--- config.mk ---
export PLATFORM = sky130hd
export DESIGN_NAME = bcd_countdown_timer
export DESIGN_NICKNAME = d
export VERILOG_FILES = /design/src/rtl/timer_pkg.sv /design/src/rtl/bcd_down_digit.sv /design/src/rtl/bcd_countdown_timer.sv
export SDC_FILE = /design/constraint.sdc
export NUM_CORES = 1
export LEC_CHECK = 0
export ABC_AREA = 0
export CAP_MARGIN = 20
export CORE_MARGIN = 1
export CORE_UTILIZATION = 49
export DETAILED_ROUTE_END_ITERATION = 7
export GPL_TIMING_DRIVEN = 1
export PLACE_DENSITY = 0.81
export SLEW_MARGIN = 30
export SYNTH_ARGS = -nofsm -noshare
export SYNTH_HDL_FRONTEND = slang
export SYNTH_SLANG_ARGS = --single-unit
--- constraint.sdc ---
create_clock -name clk -period 2.77 [get_ports clk]
set_clock_uncertainty 0.05 [all_clocks]
set_input_delay 0.277 -clock clk [delete_from_list [all_inputs] [get_ports clk]]
set_output_delay 0.277 -clock clk [all_outputs]
set_load 0.005 [all_outputs]
--- src/rtl/timer_pkg.sv ---
// Shared types and constants for the BCD countdown timer.
package timer_pkg;

   localparam int unsigned BCD_W         = 4;
   localparam int unsigned BCD_MAX       = 9;
   localparam int unsigned SEC_TENS_WRAP = 5;

   typedef enum logic [1:0] {
      IDLE   = 2'd0,
      RUN    = 2'd1,
      PAUSED = 2'd2,
      DONE   = 2'd3
   } state_t;

endpackage

--- src/rtl/bcd_down_digit.sv ---
// One BCD display digit: loadable by shifting, decremented through a borrow chain.
module bcd_down_digit
   import timer_pkg::*;
#(
   parameter int unsigned WRAP = BCD_MAX
) (
   input  logic             clk,
   input  logic             clear,
   input  logic             shift,
   input  logic [BCD_W-1:0] shift_in,
   input  logic             borrow_in,
   output logic [BCD_W-1:0] digit,
   output logic             borrow_out_c
);

   // A digit at 0 that is asked to decrement wraps and passes the borrow on.
   assign borrow_out_c = borrow_in && (digit == '0);

   always_ff @(posedge clk) begin
      if (clear) begin
         digit <= '0;
      end else if (shift) begin
         digit <= shift_in;
      end else if (borrow_in) begin
         digit <= (digit == '0) ? BCD_W'(WRAP) : digit - BCD_W'(1);
      end
   end

endmodule

--- src/rtl/bcd_countdown_timer.sv ---
// Keypad-loaded BCD countdown timer (mm..:ss) with run/pause/cancel control.
module bcd_countdown_timer
   import timer_pkg::*;
#(
   parameter int unsigned MIN_DIGITS = 1,
   parameter bit          TICK_EN    = 1'b1
) (
   input  logic                      clk,
   input  logic                      clear,
   input  logic [3:0]                data,
   input  logic                      load,
   input  logic                      start,
   input  logic                      pause,
   input  logic                      tick,
   output logic [3:0]                unidades,
   output logic [3:0]                dezenas,
   output logic [4*MIN_DIGITS-1:0]   minutos,
   output logic                      zero,
   output logic                      running,
   output logic                      done
);

   localparam int unsigned NDIG = MIN_DIGITS + 2;

   state_t           state_q, state_d;
   logic             done_d, shift, dec, cancel;
   logic             pause_eff, start_eff, load_eff, tick_eff, is_one;
   logic [BCD_W-1:0] dig       [NDIG];
   logic [BCD_W-1:0] shift_src [NDIG];
   logic [NDIG:0]    borrow;
   logic             underflow_unused;

   assign borrow[0]        = dec;
   assign shift_src[0]     = data;
   // Decrements only happen on a non-zero count, so the top borrow never fires.
   assign underflow_unused = borrow[NDIG];

   // Digit 0 = seconds units, 1 = seconds tens, 2.. = minutes (LSD first).
   for (genvar i = 0; i < NDIG; i++) begin : g_dig
      if (i > 0) begin : g_src
         assign shift_src[i] = dig[i-1];
      end
      bcd_down_digit #(
         .WRAP ((i == 1) ? SEC_TENS_WRAP : BCD_MAX)
      ) u_digit (
         .clk          (clk),
         .clear        (clear | cancel),
         .shift        (shift),
         .shift_in     (shift_src[i]),
         .borrow_in    (borrow[i]),
         .digit        (dig[i]),
         .borrow_out_c (borrow[i+1])
      );
   end

   assign unidades = dig[0];
   assign dezenas  = dig[1];
   for (genvar m = 0; m < MIN_DIGITS; m++) begin : g_min
      assign minutos[4*m +: 4] = dig[m+2];
   end

   // Count-state detection: all zero, and exactly 00:01.
   always_comb begin
      zero   = 1'b1;
      is_one = (dig[0] == BCD_W'(1));
      for (int unsigned i = 0; i < NDIG; i++) begin
         if (dig[i] != '0) zero = 1'b0;
      end
      for (int unsigned i = 1; i < NDIG; i++) begin
         if (dig[i] != '0) is_one = 1'b0;
      end
   end

   always_ff @(posedge clk) begin
      if (clear) begin
         state_q <= IDLE;
         running <= 1'b0;
         done    <= 1'b0;
      end else begin
         state_q <= state_d;
         running <= (state_d == RUN);
         done    <= done_d;
      end
   end

   // Only controls that are meaningful in the current state take part in the priority.
   always_comb begin
      state_d   = state_q;
      done_d    = 1'b0;
      shift     = 1'b0;
      dec       = 1'b0;
      cancel    = 1'b0;
      pause_eff = pause && (state_q == RUN || state_q == PAUSED);
      start_eff = start && ((state_q == IDLE && !zero) || state_q == PAUSED);
      load_eff  = load && (data <= BCD_W'(BCD_MAX)) &&
                  (state_q == IDLE || state_q == DONE);
      tick_eff  = (TICK_EN ? tick : 1'b1) && (state_q == RUN);

      if (pause_eff) begin
         if (state_q == RUN) begin
            state_d = PAUSED;
         end else begin
            state_d = IDLE;
            cancel  = 1'b1;
         end
      end else if (start_eff) begin
         state_d = RUN;
      end else if (load_eff) begin
         shift   = 1'b1;
         state_d = IDLE;
      end else if (tick_eff) begin
         dec = 1'b1;
         if (is_one) begin
            state_d = DONE;
            done_d  = 1'b1;
         end
      end
   end

endmodule

### Yosys cells after proc, flatten, opt, wreduce, memory -nomap -nowiden

Index checks and enable logic that the tools add are counted.

* register bits: 16
* bits of input ports: 10
* word-level logic and storage cells: 70
* output and inout bits: 15

* mux-type cells: 30
* order comparisons: 1
* add/sub/neg operators: 3
* bitwise operators: 2
* reductions and logical operators: 23
* equality and inequality tests: 5

Operators with widths (number)
* $mux W4: 9
* $mux W1: 15
* $logic_not A4 Y1: 3
* $mux W2: 6
* $reduce_bool A4 Y1: 3
* $sub A4 B1 Y4 const B: 3
* $logic_and A1 B1 Y1: 8
* $reduce_bool A2 Y1: 3
* $reduce_or A5 Y1: 1
* $eq A2 B1 Y1 const B: 2
* $eq A2 B2 Y1 const B: 2
* $eq A4 B1 Y1 const B: 1
* $le A4 B4 Y1 const B: 1
* $logic_or A1 B1 Y1: 3
* $logic_not A2 Y1: 1
* $logic_not A1 Y1: 1
* $not A1 Y1: 1
* $or A1 B1 Y1: 1

### Logic depth before layout (Yosys ltp)

Gate-level depths: netlist of run 1.

* depth after elaboration: 14
* gate-level depth with buffers: 9

### Hierarchy

From an unflattened synthesis of run 1, not the netlist that was laid out.

* cells, all modules: 110
* area, all modules: 984.7 µm²

Modules (own cells, without submodules)
* bcd_down_digit at g_dig[0].u_digit ...: area each 221.5 µm², instances 2, seq. area each 80.1 µm², cells each 24
* bcd_countdown_timer: area each 337.8 µm², instances 1, seq. area each 80.1 µm², cells each 39
* bcd_down_digit at g_dig[1].u_digit: area each 203.9 µm², instances 1, seq. area each 80.1 µm², cells each 23

### Worst setup path before layout of run 1

OpenSTA, ideal clock, no wires.

* path kind: register to register
* from: register state_q[0]
* to: register g_dig[2].u_digit.digit[0]
* setup slack: 0.759 ns
* arrival time: 1.844 ns
* stages on the path, launching flop included: 8
* data required time: 2.603 ns
* setup time: 0.117 ns
* period minus slack after synthesis: 2.011 ns
* cells stage by stage: dfxtp_1 > inv_1 > ha_1 > and2_1 > nor4b_4 > nand2b_2 > a21o_1 > a32o_1

* cells in the longest elaborated chain, start to end: 9
* elaborated cells on any way between the ends: 26
* classes of those cells: eq/ne (3); mux (10); bitwise (1); reduce/logical (12)

Ends and longest elaborated chain
* start, declared: line bcd_countdown_timer.sv:25 `state_t state_q, state_d;`
* start signal, assigned: line bcd_countdown_timer.sv:80 `state_q <= state_d;`
* $eq A2 B1 Y1, or another cell as far along: line bcd_countdown_timer.sv:93, bcd_countdown_timer.sv:97, bcd_countdown_timer.sv:100
* $logic_and A1 B1 Y1, or another cell as far along: line bcd_countdown_timer.sv:97 `tick_eff = (TICK_EN ? tick : 1'b1) && (state_q == RUN);`
* $mux W1, or another cell as far along: line bcd_countdown_timer.sv:111 `end else if (tick_eff) begin`
* $mux W1 / $logic_and A1 B1 Y1 (equally long branches): line bcd_countdown_timer.sv:108, bcd_countdown_timer.sv:94
* $mux W1: line bcd_countdown_timer.sv:106 `end else if (start_eff) begin`
* $mux W1: line bcd_countdown_timer.sv:99 `if (pause_eff) begin`
* $logic_and A1 B1 Y1 (2 in series): line bcd_down_digit.sv:17 `assign borrow_out_c = borrow_in && (digit == '0);`
* $reduce_bool A2 Y1 (no line)
* end signal, assigned: line bcd_down_digit.sv:23 `digit <= shift_in;`
* end signal, assigned: line bcd_down_digit.sv:25 `digit <= (digit == '0) ? BCD_W'(WRAP) : digit - BCD_W'(1);`
* end, declared: line bcd_down_digit.sv:12 `output logic [BCD_W-1:0] digit,`

Parallel ways exist; a longest one is shown, timed or not.
A chain may end at the register's enable or synchronous reset.

### Worst setup path in the final report of run 1

* from: register g_dig[1].u_digit.digit[1]
* to: output port zero

* cells in the longest elaborated chain, start to end: 3

Ends and longest elaborated chain
* start, declared: line bcd_down_digit.sv:12
* start signal, assigned: line bcd_down_digit.sv:23
* start signal, assigned: line bcd_down_digit.sv:25
* $reduce_bool A4 Y1: line bcd_countdown_timer.sv:67 `if (dig[i] != '0) zero = 1'b0;`
* $mux W1 (2 in series): line bcd_countdown_timer.sv:67
* end, declared: line bcd_countdown_timer.sv:18 `output logic zero,`

Every way passes these cells.

==> results.txt, run 1 <==
- Status: finished clean
- Final-layout setup total negative slack: 0 ps
- In the global route stage, met2 resource usage came out at 0.373.
- Yosys warnings: 0
- Once detailed placement completed, the half-perimeter wirelength came to 1920 µm.
* Number of maximum-capacitance constraint violations: 0
- Remaining max-slew budget at the tightest pin: 0.506
* Clock insertion delay at the later pin of the skew report: 290 ps
- After global routing the overflow that remains totals 0.
- The filler cells instantiated in the layout total 175.
* Fmax: approximately 380 MHz
* Biggest fanout along the worst timing path: 8
- The netlist uses 41 different library cells.
- Post-route antenna net violation count: 0
* Element type at the critical path end: output port
* Pins Over Slew Limit: 0
- Critical path data required time: between 2000 and 2500 ps
* All-layer global routing usage: 0.231
- Power spread over the standard cell area amounts to around 1100 nW/µm².
- The share of synthesized area in the top cell type comes to 0.297.
* Combined area of the multi-input logic cells: 706 µm²
* Cells after Synth: roughly 140
- The tree is rooted in a clkbuf_4.
- Gates resized during post-CTS repair numbered 0.
- Class of the most critical hold timing path: register to register
- Hold-fix buffers at CTS: 0
- Worst setup path start: g_dig[1].u_digit.digit[1]
* First-pass GRT wire length: 4400 µm
- Number of buffers added by the clock tree synthesis step: 3
* Die extent in x: 48.9 µm
- For flop-to-flop paths, the worst setup slack is 570 ps.
- Top-Level Pins: 25
- Chip height: 48.9 µm
- The biggest area contributor in the post-synthesis netlist is dfxtp_1.
- Largest net degree at the start of global routing: 19
- Effective utilization at floorplan: 0.533
- Counting flops and latches in the post-synthesis netlist gives 16.
- In the finished design, the share of the clock period the worst path needs comes to 0.960.
- Core Area: 2020 µm²
- DRT iter0 DRCs: 54
- For the worst setup path, the data arrival time is 2330 ps.
- met2 is the most crowded layer.
- The pre-antenna-repair detailed-routing pass consisted of 4 iterations.
- Hold timing on the final database bottoms out at a slack of 480 ps.
* Seq/Total Area, Yosys: 0.297
* Syn_nets: 151
* Number of post-CTS setup repair buffers: 0
- After detailed routing, the number of vias per cell comes to 6.17.
* Clock Pin Slew Worst Setup and Hold Paths: roughly 90 ps
* Final Hold Fails: 0
* Post-Synthesis Cell Area: approximately 1100 µm²
- Peak supply drop: 0.670 mV
* Endpoints failing setup: 0
- # port buffers: 24
- Post-detailed-route wirelength per cell: between 10 and 15 µm
- Total Nets Final: 174
* Minimum setup slack in the final design: 110 ps
- Initial antenna violation count: 0
- Fraction of layout instances using a drive strength above 1: 0.126
- # DRC: 0
* Capture instance of the worst register-to-register path: g_dig[2].u_digit.digit[0]
* Critical path endpoint: zero
- From synthesis to final layout, the design area changed by 25.9%.
* Pre-CTS setup slack: between 300 and 400 ps
- Counting I/O delays and the setup requirement, the final critical path takes 2660 ps.
- Dividing the synthesized area by the synthesized cell count gives 7.82 µm².
- Across the whole layout, storage elements account for around 320 µm².
- The congestion estimate from routability-driven global placement came to 0.869.
- For met1 alone, demand over resource in global routing was 0.308.
* Leak Pwr: 0.478 nW
* Buffer levels on the longest clock path: 2
* Transition time of the tightest slew-check pin: 739 ps
* Cells on worst reg2reg path: 5
- The startpoint identified for the worst register-to-register timing path is g_dig[1].u_digit.digit[1].
- Setup repair after global routing missed its margin: no
- Area of the die: approximately 2400 µm²
* Total via count after detailed routing: 1148
- H-tree lvl count: 1
* Worst setup SP type: register
- Row generation in the floorplan step produced 16 rows.
* Total chip power: 0.00150 W
* Final routed wirelength across all metal layers: 2640 µm
* Vias in the first global route: a little over 1000
* Antenna diodes: 0
- The worst setup path is of the register to output port kind.
- Clock tree from TritonCTS: done
- For this run, global-route usage on met3 was measured as 0.0592.
- After synthesis, the cell types taking the most area are dfxtp_1, a21oi_1, nor2_1, o21ai_0, nand2_1.
* Clock net sink count: 16
==> cells in the mapped netlist <==
library cell / n
buf_1: 1
o22a_2: 1
nor4_4: 1
a211oi_1: 1
dfxtp_1: 16
o21ai_0: 10
buf_2: 2
nor4b_1: 1
nor4_1: 2
a32o_1: 2
inv_1: 5
nor2_1: 15
or4_4: 1
nor4b_4: 1
or3_1: 4
a21oi_1: 12
o21a_1: 1
or2_2: 5
o22a_1: 1
ha_1: 3
a221oi_1: 1
nor3_1: 3
buf_6: 1
nand4b_1: 1
nor4_2: 1
nand3_1: 2
nand2b_2: 1
nand2_1: 13
nor3_2: 1
mux2i_1: 1
and2_1: 1
a221oi_2: 1
o22ai_1: 4
a211o_1: 1
o31ai_1: 2
clkbuf_1: 4
nand2b_1: 3
a21o_1: 3
nand4_1: 4
a2bb2oi_1: 1
o211ai_1: 4
==> logic make-up after synthesis <==
logic type,Yosys count,synth area share
flops,16,0.297
buf+inv,13,0.0545
fa+ha+maj,3,0.0348
compound gates,45,0.276
simple gates,60,0.328
mux,1,0.00928
==> critical path, stage by stage, from the launching register on <==
cell and delay (ps):
dfxtp_2 370, or4_4 580, or2_2 340, nor4_2 220
clkdlybuf4s50_1 530
==> sequential cells by signal, indices dropped and copies added, names as in the netlist <==
register / cells
running: 1
state_q: 2
done: 1
g_dig.u_digit.digit: 12
==> cell type report <==
| class | count | share of cell area |
|---|---|---|
| Clock buffer | 3 | 0.0166 |
| Timing Repair Buffer | 26 | 0.188 |
| Tap cell | 27 | 0.0249 |
| Inverter | 5 | 0.0138 |
| Sequential cell | 16 | 0.237 |
| Multi-Input combinational cell | 109 | 0.520 |
==> layout by cell type (no fill, tap or decap), types with 4 or more instances in the layout <==
| cell | count |
|---|---|
| a21oi_1 | 12 |
| clkdlybuf4s50_1 | 24 |
| dfxtp_1 | 15 |
| inv_1 | 5 |
| nand2_1 | 13 |
| nand4_1 | 4 |
| nor2_1 | 15 |
| o211ai_1 | 4 |
| o21ai_0 | 10 |
| o22ai_1 | 4 |
| or2_2 | 5 |
| or3_1 | 4 |
==> layer usage <==
layer / routed length, µm / up-vias
met5: 0 / -
met4: 4 / 0
met3: 211 / 2
met2: 1270 / 54
met1: 1160 / 534
li1: - / 558
==> worst min path at each step <==
stage	from	endpoint	slack, ps	depth (start not counted)
final	g_dig[2].u_digit.digit[1]	g_dig[2].u_digit.digit[1]	480	2
after detailed placement	g_dig[2].u_digit.digit[1]	g_dig[2].u_digit.digit[1]	470	2
after floorplan	clear	state_q[1]	300	1
after global routing	g_dig[1].u_digit.digit[1]	g_dig[1].u_digit.digit[1]	530	2
after global placement	g_dig[2].u_digit.digit[1]	g_dig[2].u_digit.digit[1]	460	2
after CTS	g_dig[2].u_digit.digit[1]	g_dig[2].u_digit.digit[1]	490	2
==> power breakdown <==
part | total, W | switching [W] | internal (W)
Sequential | 0.000418 | 0.000118 | 0.000300
Clock | 0.000128 | 0.0000770 | 0.0000506
Combinational | 0.000957 | 0.000488 | 0.000469
Total | 0.00150 | 0.000683 | 0.000819
==> stage by stage <==
step,instances,utilization,area [µm²]
after floorplan,138,-,1080
after global placement,183,0.657,1330
after detailed placement,183,0.657,1330
after CTS,186,0.668,1350
after global routing,186,0.671,1360
final,186,0.671,1360
Note: power is estimated with default switching activity, not from simulation.
==> run 2: changes to the inputs <==
--- a/config.mk
+++ b/config.mk
@@ -8,10 +8,12 @@
 export ABC_AREA = 0
 export CAP_MARGIN = 20
 export CORE_MARGIN = 1
-export CORE_UTILIZATION = 49
+export CORE_UTILIZATION = 51
+export CTS_BUF_LIST = sky130_fd_sc_hd__clkbuf_8
 export DETAILED_ROUTE_END_ITERATION = 7
 export GPL_TIMING_DRIVEN = 1
-export PLACE_DENSITY = 0.81
+export HOLD_SLACK_MARGIN = 0.12
+export PLACE_DENSITY = 0.83
 export SLEW_MARGIN = 30
 export SYNTH_ARGS = -nofsm -noshare
 export SYNTH_HDL_FRONTEND = slang
==> run 2 against run 1 <==
Effect of this change:
- maximum frequency shrank 1.4%
- clock-buffer cell count grew 1
- via count grew 0.96%
- largest power group unchanged
- highest routed layer unchanged
==> results.txt, run 2 (synthesis results as in run 1) <==
- Class of the most critical hold timing path: register to register
- The share of total power dissipated in sequential elements is 0.262.
- The total overflow left after global routing is 0.
- From bottom edge to top edge, the die measures 48.0 µm.
* Critical path data required time: 2440 ps
- Element type at the critical path end: output port
* Fraction of layout instances using a drive strength above 1: 0.119
* H-tree lvl count: 1
- Register area: between 300 and 400 µm²
- The HPWL after detailed placement is 2080 µm.
* Total Nets Final: 174
* Post-route antenna net violation count: 0
- Biggest fanout along the worst timing path: 8
- Total via count after detailed routing: 1159
* Relative contribution of combinational cells to total power: 0.603
- Vias per cell: just over 6
* Area of the die: 2300 µm²
- # DRC: 0
- All-layer global routing usage: 0.274
- Switching power total: between 0.0006 and 0.0007 W
* Status: finished clean
- The core region is 1980 µm².
- The congestion estimate from routability-driven global placement came to between 0.8 and 0.9.
- Vias in the first global route: 1055
- The finished layout holds 187 standard cells, fillers aside.
- Remaining max-slew budget at the tightest pin: 0.500
- Commonest non-fill, non-tap cell in the layout: clkdlybuf4s50_1
* Effective utilization at floorplan: 0.544
- In the final layout, the registers with the most flip-flops are g_dig.u_digit.digit x12, state_q x2.
* Clock tree from TritonCTS: done
- Crit path time final: around 2700 ps
- The number of setup buffers added after CTS is 0.
- Top register by number of flip-flops: g_dig.u_digit.digit
- Proportion of total power due to net switching: 0.440
* Post-detailed-route wirelength per cell: 15.1 µm
* Finished Core Util: 0.698
- Across the VDD grid, the largest voltage drop is 0.713 mV.
- Data on the critical path arrives at its endpoint at about 2400 ps.
* Cell Chain, Critical Path: or4_4 > or2_2 > nor4_1 > clkdlybuf4s50_1
- At the pin with the least slew margin, the transition time is 748 ps.
- Commonest cells after routing, fill and taps aside: clkdlybuf4s50_1, dfxtp_1, nor2_1
- Area growth from synthesis to layout: 28.2%
- The register with the most flip-flops in the layout has 12 of them.
* Endpoints failing setup: 0
- Highest-delay cell along the critical path: or4_4
- Rows: 16
* Cell family with most CP delay: simple AND/OR/NAND/NOR gates
* Internal power: a little under 0.0009 W
- Initial antenna violation count: 0
- Clock tree synthesis selected as its root buffer the cell clkbuf_8.
- Entering global routing, the biggest net connects 19 pins.
* Top-Level Pins: 25
- Final-layout setup total negative slack: 0 ps
- The final number of hold-violating endpoints is 0.
- Hold repair after CTS inserted 0 buffers.
- Setup repair after global routing missed its margin: no
* Clock Pin Slew Worst Setup and Hold Paths: 70 ps
- In this run, the number of DRC markers left after iteration 0 of detailed routing was 39.
* DR pass1 iterations: 4
* Clk pwr share: 0.135
- Counting both buffers and inverters, the worst setup path holds a total of 1.
- The total count of max-transition violations in the final report was 0.
- Max stage delay on crit path: 600 ps
* Leak Pwr: 0.491 nW
* Number of maximum-capacitance constraint violations: 0
* Clock insertion delay at the later pin of the skew report: between 200 and 300 ps
- Buffer levels on the longest clock path: 2
- For this design, the sink count on the clock tree is 16.
* Share of the clock period used by the worst path: 0.974
- Count of instances resized after the clock tree is built: 0
- Cells after DPL: ~180
* Die extent in x: 48.0 µm
- Number of inserted filler cells in the final layout: 165
- Input and output buffers added on the ports amount to 24.
- The first global-routing pass estimated 4490 µm of wire.
- The worst setup path is launched from a register.
- The number of antenna diodes in the final layout is 0.
- Number of buffers added by the clock tree synthesis step: 3
* Critical Setup Path Class: register to output port
- For this design the ratio of total power to cell area is 1150 nW/µm².
* Combined area of the multi-input logic cells: roughly 700 µm²
- Static timing analysis puts the maximum clock frequency at 371 MHz.
* Worst hold slack: around 490 ps
- Final routed wirelength across all metal layers: 2820 µm
==> run 2: cell types whose count changed in the layout (fill, tap and decap cells not counted) <==
cell / change
dfxtp_1: +1
clkbuf_4: -3
nor4_2: -1
nor4_1: +1
clkbuf_8: +4
dfxtp_2: -1
==> run 2: final timing paths <==
kind	endpoint	slack (ps)	cells after the start	start
max	zero	70	4	g_dig[1].u_digit.digit[1]
min	g_dig[2].u_digit.digit[2]	490	2	g_dig[2].u_digit.digit[2]
max reg2reg	g_dig[2].u_digit.digit[0]	560	5	g_dig[1].u_digit.digit[1]
min reg2reg	g_dig[2].u_digit.digit[2]	490	2	g_dig[2].u_digit.digit[2]
==> run 2: power groups by stage <==
stage | Clock (W) | Sequential (W) | Combinational (W)
2_1_floorplan | 0 | 0.000377 | 0.000698
3_5_place_dp | 0 | 0.000417 | 0.000941
4_1_cts | 0.000217 | 0.000411 | 0.000947
3_3_place_gp | 0 | 0.000409 | 0.000922
6_report | 0.000214 | 0.000416 | 0.000955
5_1_grt | 0.000223 | 0.000430 | 0.00105
==> run 2: layout make-up <==
type	instances	share of cell area
multi-input cells	109	0.506
flip-flops and latches	16	0.232
repair buffers	26	0.185
clock buffers	4	0.0398
well taps	27	0.0244
inverters	5	0.0136
==> run 2: worst reg2reg max path, cell delays in order (launching register included) <==
cell and delay, ps:
dfxtp_1 380, or4_4 600, nor4_4 320, nor2_1 230
a21o_1 250, a32o_1 260
==> run 2: layer usage <==
layer / global-route usage / share of wire / up-vias
li1: - / - / 554
met1: 0.356 / 0.44 / 555
met2: 0.459 / 0.49 / 44
met3: 0.0340 / 0.058 / 6
met4: 0.106 / 0.016 / 0
met5: 0 / 0 / -
==> run 2: stage by stage <==
| step | area [µm²] | power [W] | worst slack [ps] |
|---|---|---|---|
| 2_1_floorplan | 1080 | 0.00108 | 759 |
| 3_3_place_gp | 1330 | 0.00133 | 401 |
| 3_5_place_dp | 1330 | 0.00136 | 369 |
| 4_1_cts | 1380 | 0.00158 | 86.0 |
| 5_1_grt | 1380 | 0.00170 | 3.01 |
| 6_report | 1380 | 0.00158 | 72.0 |
==> run 3: changes to the inputs <==
--- a/config.mk
+++ b/config.mk
@@ -12,8 +12,8 @@
 export CTS_BUF_LIST = sky130_fd_sc_hd__clkbuf_8
 export DETAILED_ROUTE_END_ITERATION = 7
 export GPL_TIMING_DRIVEN = 1
-export HOLD_SLACK_MARGIN = 0.12
-export PLACE_DENSITY = 0.83
+export HOLD_SLACK_MARGIN = 0.02
+export PLACE_DENSITY = 0.87
 export SLEW_MARGIN = 30
 export SYNTH_ARGS = -nofsm -noshare
 export SYNTH_HDL_FRONTEND = slang
==> run 3 against run 2 <==
Effect of this change:
- critical path type unchanged
- highest routed layer unchanged
- register-to-register slack is essentially flat
- global-route usage shrank 0.69 points
- combinational power is essentially flat
- clock-buffer cell count is the same
==> results.txt, run 3 (synthesis results as in run 1) <==
- Finished Core Util: 0.698
* Sequential group share of total power: 0.261
- Internal power: 0.000887 W
- DRT iter0 DRCs: between 80 and 90
* Clk pwr share: 0.134
- Top-Level Pins: 25
- Rows: 16
* DR pass1 iterations: 4
- In this run the deepest clock path goes through 2 buffers.
* Fmax: 378 MHz
- Setup repair after global routing left no endpoint under its margin.
* Biggest fanout along the worst timing path: 8
* Clock root buffer master: clkbuf_8
- The register with the most flip-flops in the layout has 12 of them.
- Max stage delay on crit path: 600 ps
- At the placement stage, the worst setup path has a slack of just over 400 ps.
* Commonest non-fill, non-tap cell in the layout: clkdlybuf4s50_1
- Crit path time final: about 2600 ps
- 0 antenna diodes ended up in the layout.
* # DRC: 0
* Total via count after detailed routing: 1185
* Clock Pin Slew Worst Setup and Hold Paths: ~60 ps
- Peak supply drop: 0.734 mV
- The placed instances occupy a cell area of between 1000 and 1500 µm².
- Routability congestion estimate: 0.848
* Clock tree from TritonCTS: done
* Effective utilization at floorplan: 0.544
- Number of maximum-capacitance constraint violations: 0
- Critical Setup Path Class: register to output port
* Class of the most critical hold timing path: register to register
* Global route overflow: 0
- Compared with the post-synthesis result, the final layout area differs by 28.2%.
* Number of buffers added by the clock tree synthesis step: 3
* Clock net sink count: 16
- Across every metal layer, demand over resource in global routing totals 0.267.
- Cell family with most CP delay: simple AND/OR/NAND/NOR gates
- Proportion of total power due to net switching: 0.437
- Post-route antenna net violation count: 0
- The critical path goes through or4_4 > or2_2 > nor4_1 > clkdlybuf4s50_1.
* # port buffers: 24
- H-tree lvl count: 1
- First-pass GRT wire length: about 4300 µm
- Endpoints failing setup: 0
- Buffers and inverters on the worst path: 1
- The initial antenna violation count is 0.
- Fraction of layout instances using a drive strength above 1: 0.119
- Setup total negative slack on the finished layout was measured at 0 ps.
- Core Area: roughly 2000 µm²
- Share of the clock period used by the worst path: 0.956
* Clock insertion delay at the later pin of the skew report: 250 ps
- Measured against its own limit, the worst slew margin works out to 0.513.
- Number of post-CTS setup repair buffers: 0
* Relative contribution of combinational cells to total power: 0.605
- At the pin with the least slew margin, the transition time is 728 ps.
- For this block, the routed nets add up to approximately 2800 µm of wire.
- Final Hold Fails: 0
- In the post-route analysis, the smallest setup slack over all paths is 122 ps.
- Hold repair after CTS inserted 0 buffers.
* Commonest cells after routing, fill and taps aside: clkdlybuf4s50_1, dfxtp_1, nor2_1
- Summed over all cells, the static leakage comes to 0.491 nW.
* Element type at the critical path end: output port
- The finished cells cover 1380 µm².
- Highest-delay cell along the critical path: or4_4
- STA puts the critical path data arrival time at about 2300 ps.
- The floorplan step defined a die boundary enclosing 2300 µm².
* Status: finished clean
- The number of global-route vias before repair was 949.
- Dividing the detail-routed wire length by the instance count gives 14.9 µm.
* Largest net degree at the start of global routing: 19
* Top register by number of flip-flops: g_dig.u_digit.digit
- Worst setup SP type: register
- Using the TritonRoute via totals, the vias-per-cell ratio works out to about 6.3.
- Dividing total power by cell area gives a power density of 1140 nW/µm².
- Total Nets Final: 174
* Pins Over Slew Limit: 0
- HPWL reported at the end of detailed placement: 1940 µm
- At the worst endpoint, the required time is roughly 2400 ps.
- Die extent in x: between 40 and 50 µm
- Count of instances resized after the clock tree is built: 0
* Switching power total: 0.000688 W
- The largest registers in the layout are g_dig.u_digit.digit x12, state_q x2.
- From bottom edge to top edge, the die measures 48.0 µm.
## run 3: cell counts in the layout (fill, tap and decap cells not counted)
No cell type changed its count.
## run 3: worst paths after layout
kind	start	cells after the start	slack, ps	endpoint
max reg2reg	g_dig[1].u_digit.digit[1]	5	560	g_dig[2].u_digit.digit[0]
min reg2reg	g_dig[2].u_digit.digit[2]	2	480	g_dig[2].u_digit.digit[2]
max	g_dig[1].u_digit.digit[1]	4	120	zero
min	g_dig[2].u_digit.digit[2]	2	480	g_dig[2].u_digit.digit[2]
## run 3: area by class of cell
| type | instances | area [µm²] |
|---|---|---|
| clock buffers | 4 | 55.1 |
| fillers | 154 | 599 |
| inverters | 5 | 18.8 |
| multi-input cells | 109 | 699 |
| flip-flops and latches | 16 | 320 |
| well taps | 27 | 33.8 |
| repair buffers | 26 | 255 |
## run 3: tightest hold or removal path: stages (launching register included)
cell and delay [ps]:
dfxtp_1 350, inv_1 60, a221oi_1 60
## run 3: power by group through the flow
stage / clock (W) / sequential, W / combinational (W)
floorplan: 0 / 0.000377 / 0.000698
global placement: 0 / 0.000407 / 0.000919
detailed placement: 0 / 0.000412 / 0.000931
CTS: 0.000209 / 0.000409 / 0.000947
global route: 0.000222 / 0.000429 / 0.00105
finish: 0.000210 / 0.000412 / 0.000953
## run 3: per-layer routing
layer | global-route usage | share of wire | wire, µm | vias up
met1 | 0.362 | 0.41 | 1150 | 554
met5 | 0 | 0 | 0 | -
met2 | 0.435 | 0.48 | 1350 | 69
met3 | 0.0453 | 0.092 | 257 | 8
li1 | - | - | - | 554
met4 | 0.0722 | 0.011 | 31 | 0
## run 3: stage by stage
step | total power [W] | cells | hold slack [ps]
final | 0.00158 | 187 | 478
after global routing | 0.00170 | 187 | 514
after CTS | 0.00156 | 187 | 483
after detailed placement | 0.00134 | 183 | 474
after global placement | 0.00133 | 183 | 459
after floorplan | 0.00108 | 138 | 299
